==> src/rtl/cnn_ctrl_pkg.sv <==
// Shared definitions for the decode-stage control path with the CNN extension.
// Holds the opcode values, the ImmSrc/ResultSrc/ALUOp encodings, the MAC
// sequencer state type and the ID/EX control bundle type.
package cnn_ctrl_pkg;

    localparam logic [6:0] OP_LOAD   = 7'b0000011;
    localparam logic [6:0] OP_STORE  = 7'b0100011;
    localparam logic [6:0] OP_RTYPE  = 7'b0110011;
    localparam logic [6:0] OP_IALU   = 7'b0010011;
    localparam logic [6:0] OP_BRANCH = 7'b1100011;
    localparam logic [6:0] OP_JAL    = 7'b1101111;
    localparam logic [6:0] OP_LUI    = 7'b0110111;
    localparam logic [6:0] OP_CNN    = 7'b0101011;

    localparam logic [2:0] F3_CNN_MAC = 3'b000;
    localparam logic [2:0] F3_CNN_ALU = 3'b001;

    localparam logic [2:0] IMM_I = 3'b000;
    localparam logic [2:0] IMM_S = 3'b001;
    localparam logic [2:0] IMM_B = 3'b010;
    localparam logic [2:0] IMM_J = 3'b011;
    localparam logic [2:0] IMM_U = 3'b100;

    localparam logic [2:0] RES_ALU = 3'b000;
    localparam logic [2:0] RES_MEM = 3'b001;
    localparam logic [2:0] RES_PC4 = 3'b010;
    localparam logic [2:0] RES_IMM = 3'b011;
    localparam logic [2:0] RES_ACC = 3'b100;

    localparam logic [1:0] ALU_ADD   = 2'b00;
    localparam logic [1:0] ALU_SUB   = 2'b01;
    localparam logic [1:0] ALU_FUNCT = 2'b10;
    localparam logic [1:0] ALU_CNN   = 2'b11;

    typedef enum logic [1:0] {
        IDLE = 2'd0,
        REQ  = 2'd1,
        BUSY = 2'd2,
        WB   = 2'd3
    } state_t;

    typedef struct packed {
        logic       reg_write;
        logic [2:0] imm_src;
        logic       alu_src;
        logic       mem_write;
        logic [2:0] result_src;
        logic       branch;
        logic       jump;
        logic [1:0] alu_op;
        logic       ctrl_valid;
    } ctrl_t;

    localparam ctrl_t CTRL_BUBBLE = '0;

    // Bundle presented for the single writeback cycle of a MAC result.
    function automatic ctrl_t wb_ctrl();
        ctrl_t c;
        c            = CTRL_BUBBLE;
        c.reg_write  = 1'b1;
        c.result_src = RES_ACC;
        c.alu_op     = ALU_CNN;
        c.ctrl_valid = 1'b1;
        return c;
    endfunction

endpackage

==> src/rtl/main_decoder_seq_if.sv <==
// Decode/accelerator bus of main_decoder_seq.
// slave  : the decoder (takes instruction fields and accelerator status,
//          drives the control bundle, stall and accelerator request).
// master : the surrounding pipeline / accelerator model.
interface main_decoder_seq_if #(
    parameter int unsigned ITER_W = 8
);
    logic              instr_valid;
    logic [6:0]        Op;
    logic [2:0]        funct3;
    logic [ITER_W-1:0] iter_cnt;
    logic              stall_in;
    logic              flush;
    logic              acc_ready;
    logic              acc_done;

    logic              RegWrite;
    logic [2:0]        ImmSrc;
    logic              ALUSrc;
    logic              MemWrite;
    logic [2:0]        ResultSrc;
    logic              Branch;
    logic              Jump;
    logic [1:0]        ALUOp;
    logic              ctrl_valid;
    logic              illegal;
    logic              stall_out;
    logic              acc_start;
    logic [ITER_W-1:0] acc_len;
    logic              acc_abort;
    logic              err;

    modport master (
        output instr_valid, Op, funct3, iter_cnt, stall_in, flush, acc_ready, acc_done,
        input  RegWrite, ImmSrc, ALUSrc, MemWrite, ResultSrc, Branch, Jump, ALUOp,
               ctrl_valid, illegal, stall_out, acc_start, acc_len, acc_abort, err
    );

    modport slave (
        input  instr_valid, Op, funct3, iter_cnt, stall_in, flush, acc_ready, acc_done,
        output RegWrite, ImmSrc, ALUSrc, MemWrite, ResultSrc, Branch, Jump, ALUOp,
               ctrl_valid, illegal, stall_out, acc_start, acc_len, acc_abort, err
    );
endinterface

==> src/rtl/main_decoder_comb.sv <==
// Pure combinational Op/funct3 -> control table.
// Ports:
//   i_op      opcode [6:0]
//   i_funct3  funct3, only meaningful for the CNN opcode
//   o_ctrl    control bundle (ctrl_valid=1 for every legal single-cycle op)
//   o_illegal unknown opcode or unsupported CNN funct3
//   o_mac     CNN MAC-mode instruction (bundle is a bubble; sequenced elsewhere)
module main_decoder_comb
    import cnn_ctrl_pkg::*;
#(
    parameter logic [6:0] CNN_OPCODE = OP_CNN
) (
    input  logic [6:0] i_op,
    input  logic [2:0] i_funct3,
    output ctrl_t      o_ctrl,
    output logic       o_illegal,
    output logic       o_mac
);

    always_comb begin
        o_ctrl    = CTRL_BUBBLE;
        o_illegal = 1'b0;
        o_mac     = 1'b0;
        case (i_op)
            OP_LOAD: begin
                o_ctrl.reg_write  = 1'b1;
                o_ctrl.imm_src    = IMM_I;
                o_ctrl.alu_src    = 1'b1;
                o_ctrl.result_src = RES_MEM;
                o_ctrl.alu_op     = ALU_ADD;
                o_ctrl.ctrl_valid = 1'b1;
            end
            OP_STORE: begin
                o_ctrl.imm_src    = IMM_S;
                o_ctrl.alu_src    = 1'b1;
                o_ctrl.mem_write  = 1'b1;
                o_ctrl.alu_op     = ALU_ADD;
                o_ctrl.ctrl_valid = 1'b1;
            end
            OP_RTYPE: begin
                o_ctrl.reg_write  = 1'b1;
                o_ctrl.result_src = RES_ALU;
                o_ctrl.alu_op     = ALU_FUNCT;
                o_ctrl.ctrl_valid = 1'b1;
            end
            OP_IALU: begin
                o_ctrl.reg_write  = 1'b1;
                o_ctrl.imm_src    = IMM_I;
                o_ctrl.alu_src    = 1'b1;
                o_ctrl.alu_op     = ALU_FUNCT;
                o_ctrl.ctrl_valid = 1'b1;
            end
            OP_BRANCH: begin
                o_ctrl.imm_src    = IMM_B;
                o_ctrl.branch     = 1'b1;
                o_ctrl.alu_op     = ALU_SUB;
                o_ctrl.ctrl_valid = 1'b1;
            end
            OP_JAL: begin
                o_ctrl.reg_write  = 1'b1;
                o_ctrl.imm_src    = IMM_J;
                o_ctrl.jump       = 1'b1;
                o_ctrl.result_src = RES_PC4;
                o_ctrl.ctrl_valid = 1'b1;
            end
            OP_LUI: begin
                o_ctrl.reg_write  = 1'b1;
                o_ctrl.imm_src    = IMM_U;
                o_ctrl.result_src = RES_IMM;
                o_ctrl.ctrl_valid = 1'b1;
            end
            CNN_OPCODE: begin
                if (i_funct3 == F3_CNN_ALU) begin
                    o_ctrl.reg_write  = 1'b1;
                    o_ctrl.alu_src    = 1'b1;
                    o_ctrl.alu_op     = ALU_CNN;
                    o_ctrl.ctrl_valid = 1'b1;
                end else if (i_funct3 == F3_CNN_MAC) begin
                    o_mac = 1'b1;
                end else begin
                    o_illegal = 1'b1;
                end
            end
            default: o_illegal = 1'b1;
        endcase
    end

endmodule

==> src/rtl/main_decoder_seq.sv <==
// Registered main control decoder with the CNN MAC handshake sequencer.
// Ports:
//   clk  core clock
//   rst  synchronous reset, active-high
//   bus  main_decoder_seq_if.slave:
//        in : instr_valid, Op, funct3, iter_cnt, stall_in, flush, acc_ready, acc_done
//        out: ID/EX control bundle (RegWrite..ALUOp, ctrl_valid), illegal,
//             stall_out (combinational), acc_start, acc_len, acc_abort, err
// Decoded controls load only while the sequencer is IDLE and stall_in is low.
// A MAC instruction issues a bubble, raises acc_start until acc_ready, then
// waits in BUSY for acc_done (bounded by TIMEOUT) and finishes with one
// writeback cycle selecting the accelerator result.
module main_decoder_seq
    import cnn_ctrl_pkg::*;
#(
    parameter logic [6:0]  CNN_OPCODE = OP_CNN,
    parameter int unsigned ITER_W     = 8,
    parameter int unsigned TIMEOUT    = 255
) (
    input logic              clk,
    input logic              rst,
    main_decoder_seq_if.slave bus
);

    localparam logic [ITER_W-1:0] TIMEOUT_CNT = ITER_W'(TIMEOUT);
    localparam logic [ITER_W-1:0] CNT_MAX     = '1;
    localparam logic [ITER_W-1:0] CNT_ONE     = ITER_W'(1);

    ctrl_t             w_dec_ctrl;
    logic              w_dec_illegal;
    logic              w_dec_mac;
    logic              w_mac_accept;

    state_t            r_state;
    ctrl_t             r_ctrl;
    logic              r_illegal;
    logic              r_acc_start;
    logic              r_acc_abort;
    logic              r_err;
    logic [ITER_W-1:0] r_acc_len;
    logic [ITER_W-1:0] r_busy_cnt;

    main_decoder_comb #(
        .CNN_OPCODE(CNN_OPCODE)
    ) u_dec (
        .i_op      (bus.Op),
        .i_funct3  (bus.funct3),
        .o_ctrl    (w_dec_ctrl),
        .o_illegal (w_dec_illegal),
        .o_mac     (w_dec_mac)
    );

    // The accepting IDLE cycle must already hold fetch so the MAC instruction
    // stays in decode for the whole sequence.
    assign w_mac_accept = !rst && !bus.flush && (r_state == IDLE) &&
                          bus.instr_valid && !bus.stall_in && w_dec_mac;

    always_ff @(posedge clk) begin
        if (rst) begin
            r_state     <= IDLE;
            r_ctrl      <= CTRL_BUBBLE;
            r_illegal   <= 1'b0;
            r_acc_start <= 1'b0;
            r_acc_abort <= 1'b0;
            r_err       <= 1'b0;
            r_acc_len   <= '0;
            r_busy_cnt  <= '0;
        end else begin
            r_acc_abort <= 1'b0;
            if (bus.flush) begin
                r_state     <= IDLE;
                r_ctrl      <= CTRL_BUBBLE;
                r_illegal   <= 1'b0;
                r_acc_start <= 1'b0;
                r_busy_cnt  <= '0;
                r_acc_abort <= (r_state == REQ) || (r_state == BUSY);
            end else begin
                case (r_state)
                    IDLE: begin
                        if (!bus.stall_in) begin
                            r_illegal <= 1'b0;
                            if (!bus.instr_valid) begin
                                r_ctrl <= CTRL_BUBBLE;
                            end else if (w_dec_mac) begin
                                r_ctrl      <= CTRL_BUBBLE;
                                r_acc_len   <= (bus.iter_cnt == '0) ? CNT_ONE : bus.iter_cnt;
                                r_acc_start <= 1'b1;
                                r_state     <= REQ;
                            end else begin
                                r_ctrl    <= w_dec_ctrl;
                                r_illegal <= w_dec_illegal;
                            end
                        end
                    end
                    REQ: begin
                        r_ctrl    <= CTRL_BUBBLE;
                        r_illegal <= 1'b0;
                        // acc_done is not looked at here, even alongside acc_ready.
                        if (bus.acc_ready) begin
                            r_acc_start <= 1'b0;
                            r_busy_cnt  <= '0;
                            r_state     <= BUSY;
                        end
                    end
                    BUSY: begin
                        r_ctrl    <= CTRL_BUBBLE;
                        r_illegal <= 1'b0;
                        if (bus.acc_done) begin
                            r_ctrl  <= wb_ctrl();
                            r_state <= WB;
                        end else if (r_busy_cnt == TIMEOUT_CNT) begin
                            r_acc_abort <= 1'b1;
                            r_err       <= 1'b1;
                            r_busy_cnt  <= '0;
                            r_state     <= IDLE;
                        end else if (r_busy_cnt != CNT_MAX) begin
                            r_busy_cnt <= r_busy_cnt + CNT_ONE;
                        end
                    end
                    WB: begin
                        r_ctrl    <= CTRL_BUBBLE;
                        r_illegal <= 1'b0;
                        r_state   <= IDLE;
                    end
                    default: r_state <= IDLE;
                endcase
            end
        end
    end

    assign bus.RegWrite   = r_ctrl.reg_write;
    assign bus.ImmSrc     = r_ctrl.imm_src;
    assign bus.ALUSrc     = r_ctrl.alu_src;
    assign bus.MemWrite   = r_ctrl.mem_write;
    assign bus.ResultSrc  = r_ctrl.result_src;
    assign bus.Branch     = r_ctrl.branch;
    assign bus.Jump       = r_ctrl.jump;
    assign bus.ALUOp      = r_ctrl.alu_op;
    assign bus.ctrl_valid = r_ctrl.ctrl_valid;
    assign bus.illegal    = r_illegal;
    assign bus.acc_start  = r_acc_start;
    assign bus.acc_len    = r_acc_len;
    assign bus.acc_abort  = r_acc_abort;
    assign bus.err        = r_err;
    assign bus.stall_out  = !rst && ((r_state == REQ) || (r_state == BUSY) || w_mac_accept);

endmodule

==> src/flat_wrapper.sv <==
// flat-port wrapper written by rule: the top's interface ports become plain ports
module main_decoder_seq_flat import cnn_ctrl_pkg::*;
#(
    parameter logic [6:0]  CNN_OPCODE = OP_CNN,
    parameter int unsigned ITER_W     = 8,
    parameter int unsigned TIMEOUT    = 255
)
  (clk, rst, bus_instr_valid, bus_Op, bus_funct3, bus_iter_cnt, bus_stall_in, bus_flush, bus_acc_ready, bus_acc_done, bus_RegWrite, bus_ImmSrc, bus_ALUSrc, bus_MemWrite, bus_ResultSrc, bus_Branch, bus_Jump, bus_ALUOp, bus_ctrl_valid, bus_illegal, bus_stall_out, bus_acc_start, bus_acc_len, bus_acc_abort, bus_err);
  main_decoder_seq_if #(.ITER_W(ITER_W)) bus_i ();
  input logic clk;
  input logic rst;
  input wire logic [$bits(bus_i.instr_valid)-1:0] bus_instr_valid;
  input wire logic [$bits(bus_i.Op)-1:0] bus_Op;
  input wire logic [$bits(bus_i.funct3)-1:0] bus_funct3;
  input wire logic [$bits(bus_i.iter_cnt)-1:0] bus_iter_cnt;
  input wire logic [$bits(bus_i.stall_in)-1:0] bus_stall_in;
  input wire logic [$bits(bus_i.flush)-1:0] bus_flush;
  input wire logic [$bits(bus_i.acc_ready)-1:0] bus_acc_ready;
  input wire logic [$bits(bus_i.acc_done)-1:0] bus_acc_done;
  output wire logic [$bits(bus_i.RegWrite)-1:0] bus_RegWrite;
  output wire logic [$bits(bus_i.ImmSrc)-1:0] bus_ImmSrc;
  output wire logic [$bits(bus_i.ALUSrc)-1:0] bus_ALUSrc;
  output wire logic [$bits(bus_i.MemWrite)-1:0] bus_MemWrite;
  output wire logic [$bits(bus_i.ResultSrc)-1:0] bus_ResultSrc;
  output wire logic [$bits(bus_i.Branch)-1:0] bus_Branch;
  output wire logic [$bits(bus_i.Jump)-1:0] bus_Jump;
  output wire logic [$bits(bus_i.ALUOp)-1:0] bus_ALUOp;
  output wire logic [$bits(bus_i.ctrl_valid)-1:0] bus_ctrl_valid;
  output wire logic [$bits(bus_i.illegal)-1:0] bus_illegal;
  output wire logic [$bits(bus_i.stall_out)-1:0] bus_stall_out;
  output wire logic [$bits(bus_i.acc_start)-1:0] bus_acc_start;
  output wire logic [$bits(bus_i.acc_len)-1:0] bus_acc_len;
  output wire logic [$bits(bus_i.acc_abort)-1:0] bus_acc_abort;
  output wire logic [$bits(bus_i.err)-1:0] bus_err;
  assign bus_i.instr_valid = bus_instr_valid;
  assign bus_i.Op = bus_Op;
  assign bus_i.funct3 = bus_funct3;
  assign bus_i.iter_cnt = bus_iter_cnt;
  assign bus_i.stall_in = bus_stall_in;
  assign bus_i.flush = bus_flush;
  assign bus_i.acc_ready = bus_acc_ready;
  assign bus_i.acc_done = bus_acc_done;
  assign bus_RegWrite = bus_i.RegWrite;
  assign bus_ImmSrc = bus_i.ImmSrc;
  assign bus_ALUSrc = bus_i.ALUSrc;
  assign bus_MemWrite = bus_i.MemWrite;
  assign bus_ResultSrc = bus_i.ResultSrc;
  assign bus_Branch = bus_i.Branch;
  assign bus_Jump = bus_i.Jump;
  assign bus_ALUOp = bus_i.ALUOp;
  assign bus_ctrl_valid = bus_i.ctrl_valid;
  assign bus_illegal = bus_i.illegal;
  assign bus_stall_out = bus_i.stall_out;
  assign bus_acc_start = bus_i.acc_start;
  assign bus_acc_len = bus_i.acc_len;
  assign bus_acc_abort = bus_i.acc_abort;
  assign bus_err = bus_i.err;
  main_decoder_seq #(.CNN_OPCODE(CNN_OPCODE), .ITER_W(ITER_W), .TIMEOUT(TIMEOUT)) u_core (.clk(clk), .rst(rst), .bus(bus_i));
endmodule
==> config.mk <==
export PLATFORM = sky130hd
export DESIGN_NAME = main_decoder_seq_flat
export DESIGN_NICKNAME = d
export VERILOG_FILES = /design/src/rtl/cnn_ctrl_pkg.sv /design/src/rtl/main_decoder_seq_if.sv /design/src/rtl/main_decoder_comb.sv /design/src/rtl/main_decoder_seq.sv /design/src/flat_wrapper.sv
export SDC_FILE = /design/constraint.sdc
export NUM_CORES = 1
export LEC_CHECK = 0
export CAP_MARGIN = 20
export CORE_MARGIN = 8
export CORE_UTILIZATION = 55
export CTS_CLUSTER_DIAMETER = 50
export DETAILED_ROUTE_END_ITERATION = 8
export DONT_BUFFER_PORTS = 1
export PLACE_DENSITY = 0.7
export SLEW_MARGIN = 20
export SYNTH_ARGS = -nofsm -noshare
export SYNTH_HDL_FRONTEND = slang
export SYNTH_SLANG_ARGS = --single-unit
==> constraint.sdc <==
create_clock -name clk -period 5.4 [get_ports clk]
set_clock_uncertainty 0.2 [all_clocks]
set_input_delay 1.08 -clock clk [delete_from_list [all_inputs] [get_ports clk]]
set_output_delay 1.08 -clock clk [all_outputs]
set_load 0.05 [all_outputs]
==> metrics.md <==
| Metric | Value |
|---|---|
| Worst-path cell chain | or4b_1 -> nor4_4 -> a21oi_1 -> nor2_1 -> buf_4 |
| Max-cap violations | 0 |
| Clk_lat worst skew | approximately 0.33 ns |
| Initial Util | 0.5696 |
| Post-route worst setup slack | 1.380 ns |
| DR vias/cell | 6.275 |
| LEAKAGE | ~0.58 nW |
| Placed inst area | 1898 um^2 |
| Crit path largest cell delay | 0.65 ns |
| Critical path depth | 5 |
| Final hold vios | 0 |
| Post-Syn Instances | roughly 230 |
| Die area | 5593 um^2 |
| WS Path Type | in -> out |
| Worst setup SP type | primary input |
| Yosys reg bits | 36 |
| Met1 Track Usage GR | 0.1862 |
| Layout area overhead | 2.963% |
| Maximum vdd drop | approximately 0.16 mV |
| Vias in the first global route | 1579 |
| Fraction of layout cells with a size suffix above 1 | 0.06522 |
| CP Capture Type | output port |
| Status | complete, no violations |
| Worst setup endpoint | bus_stall_out |
| Ports | 52 |
| Terminus of the critical flop-to-flop path | u_core.bus.ALUOp[0]$_SDFFE_PP0P_ |
| Final min period | approximately 4.0 ns |
| Antenna cell count | 0 |
| IO Port Bufs | 0 |
| Core area | 3337 um^2 |
| Largest net degree at the start of global routing | 23 |
| Post-Route WL | 4.636 mm |
| Post-synth EDFFs | 0 |
| Critical-path top delay cell | or4b_1 |
| Grt met3 use | 0.06924 |
| Drt drc | 0 |
| Final period util | 0.7444 |
| Global route overflow | 0 |
| Post-CTS Hold Buffers | 0 |
| Avg Inst Size Synth | 8.157 um^2 |
| Synth Warn # | 0 |
| Flop2flop setup slack | 2.81 ns |
| Worst-path clk slew | 0.10 ns |
| Slew Limit Fails | 0 |
| Synth unique cells | 54 |
| Mapped cell area | 1901 um^2 |
| TNS Setup | 0 ns |
| Post-synthesis sequential area ratio | 0.3792 |
| First-pass GRT wire length | between 7 and 8 mm |
| H-Tree Depth | 2 |
| CTS tree | yes |
| Num rows | 21 |
| Initial DRC count | 87 |
| Setup repair after global routing missed its margin | false |
| Crit-path leading delay family | simple AND/OR/NAND/NOR gates |
| Worst EP required | about 4.1 ns |
| Clock Path Buffers | 2 |
| Total GRT Usage | 0.1709 |
| Design Power | 0.4392 mW |
| Dpl hpwl | 3.616 mm |
| WP data arrival | between 2 and 3 ns |
| Asr flop ratio synth | 0 |
| Pwr Density | ~220 nW/um^2 |
| Setup Buffers After CTS | 0 |
| Clock Sinks | 36 |
| CTS root buffer | clkbuf_4 |
| Reg2Reg Depth | 6 |
| CP Max Fanout | 10 |
| Most Crowded Layer GR | met2 |
| Num CTS Buffers | 5 |
| CTS resizes | 0 |
| Worst reg2reg path startpoint | u_core.r_state[1]$_SDFFE_PP0P_ |
| Die Wd | ~75 um |
| Pre-CTS WS | between 1 and 1.5 ns |
| Nets@finish | 259 |
| WL per Instance | ~17 um |
| Commonest non-fill, non-tap cell in the layout | dfxtp_1 |
| Final instance area | 1957 um^2 |
| FMAX | 248.8 MHz |
| Worst Tran Pin Value | 0.8172 ns |
| Die Ht | 74.79 um |
| CP bufs+invs | 1 |
| Initial antenna violation count | 0 |
| RePlAce Congestion | roughly 0.85 |
| Post-route ant nets | 0 |
| Mapped Nets | 263 |
| Worst setup path startpoint | bus_Op[2] |
| Max-Slew Margin vs Limit | 0.4510 |
| Post-synth top flop | dfxtp_1 |
| Final setup viols | 0 |
| First-pass DRT Iterations | 4 |
| M2 GR Usage | 0.2875 |
| HP Class | reg -> reg |
| Vias | 1732 |
| Most frequent cells in the layout | 36 x dfxtp_1, 27 x nand2_1, 22 x a21oi_1 |
[routing by layer]
layer / share of wire / vias to the layer above
met2: 0.50 / 56
met5: 0 / -
met4: 0.013 / 0
met3: 0.094 / 6
li1: - / 858
met1: 0.39 / 812
[power by group]
group	switching [mW]	total, mW	internal (mW)
sequential	0.00171	0.267	0.266
combinational	0.0159	0.0231	0.00723
clock	0.0843	0.149	0.0643
total	0.102	0.439	0.337
[per-stage QoR]
step / hold WS (ns) / util / cells
2_1_floorplan: 0.2554 / - / 233
3_3_place_gp: 0.2676 / 0.5688 / 268
3_5_place_dp: 0.2871 / 0.5688 / 268
4_1_cts: 0.3015 / 0.5864 / 276
5_1_grt: 0.3433 / 0.5864 / 276
6_report: 0.2972 / 0.5864 / 276
[tightest hold or removal path, stage by stage, from the launching register on]
cell	delay [ns]
dfxtp_1	0.34
nand2_1	0.06
mux2i_1	0.06
[logic make-up (layout without fill, tap and decap cells)]
kind of cell / after synthesis / count (layout) / synth area share
compound gates: 63 / 63 / 0.2205
xor+xnor: 1 / 1 / 0.004609
fa+ha+maj: 5 / 5 / 0.03292
buf+inv: 20 / 17 / 0.05135
flops: 36 / 36 / 0.3792
mux: 3 / 3 / 0.01580
simple gates: 105 / 105 / 0.2956
[how the worst min path moves through the flow]
| stage | start | slack [ns] | endpoint | cells after the start |
|---|---|---|---|---|
| after CTS | u_core.r_state[0]$_SDFFE_PP0P_ | 0.30 | u_core.r_state[0]$_SDFFE_PP0P_ | 2 |
| after floorplan | u_core.r_state[0]$_SDFFE_PP0P_ | 0.26 | u_core.r_state[0]$_SDFFE_PP0P_ | 2 |
| after detailed placement | u_core.r_state[0]$_SDFFE_PP0P_ | 0.29 | u_core.r_state[0]$_SDFFE_PP0P_ | 2 |
| after global placement | u_core.r_state[0]$_SDFFE_PP0P_ | 0.27 | u_core.r_state[0]$_SDFFE_PP0P_ | 2 |
| final | u_core.r_state[0]$_SDFFE_PP0P_ | 0.30 | u_core.r_state[0]$_SDFFE_PP0P_ | 2 |
| after global routing | u_core.r_busy_cnt[6]$_SDFFE_PP0P_ | 0.34 | u_core.r_busy_cnt[6]$_SDFFE_PP0P_ | 2 |
[state kept, by name, summed over array words and instances (netlist names)]
name                   count
u_core.bus.MemWrite        1
u_core.r_busy_cnt          8
u_core.bus.ResultSrc       3
u_core.bus.Jump            1
u_core.bus.illegal         1
u_core.bus.acc_len         8
u_core.bus.ALUOp           2
u_core.bus.acc_start       1
u_core.bus.RegWrite        1
u_core.r_state             2
u_core.bus.ctrl_valid      1
u_core.bus.ImmSrc          3
u_core.bus.acc_abort       1
u_core.bus.Branch          1
u_core.bus.err             1
u_core.bus.ALUSrc          1
[synthesized netlist by cell type, types with 2 or more instances]
cell	number	area share
buf_1	2	0.0040
nor3_1	7	0.018
or3_2	2	0.0079
nand4_1	6	0.020
nor4_1	4	0.013
clkbuf_1	4	0.0079
a31oi_1	4	0.013
dfxtp_1	36	0.38
nand2b_1	4	0.013
nor2_1	16	0.032
o22ai_1	3	0.0099
o21ai_0	11	0.029
or3b_2	2	0.0092
buf_2	3	0.0079
nand3_1	16	0.042
or3_1	3	0.0099
and2_1	3	0.0099
a221oi_1	2	0.0092
mux2i_1	3	0.016
a21oi_1	22	0.058
or4_1	6	0.024
nand2_1	27	0.053
o211ai_1	2	0.0079
buf_6	2	0.012
o31ai_1	2	0.0079
inv_1	8	0.016
ha_1	5	0.033
o2111ai_1	2	0.0092
[final cells by class]
| class | count | area (um^2) |
|---|---|---|
| Clock buffer | 8 | 58.81 |
| Timing Repair Buffer | 1 | 7.507 |
| Fill cell | 326 | 1380 |
| Inverter | 8 | 30.03 |
| Multi-Input combinational cell | 177 | 1082 |
| Sequential cell | 36 | 720.7 |
| Tap cell | 46 | 57.56 |
Note: power is estimated with default switching activity, not from simulation.
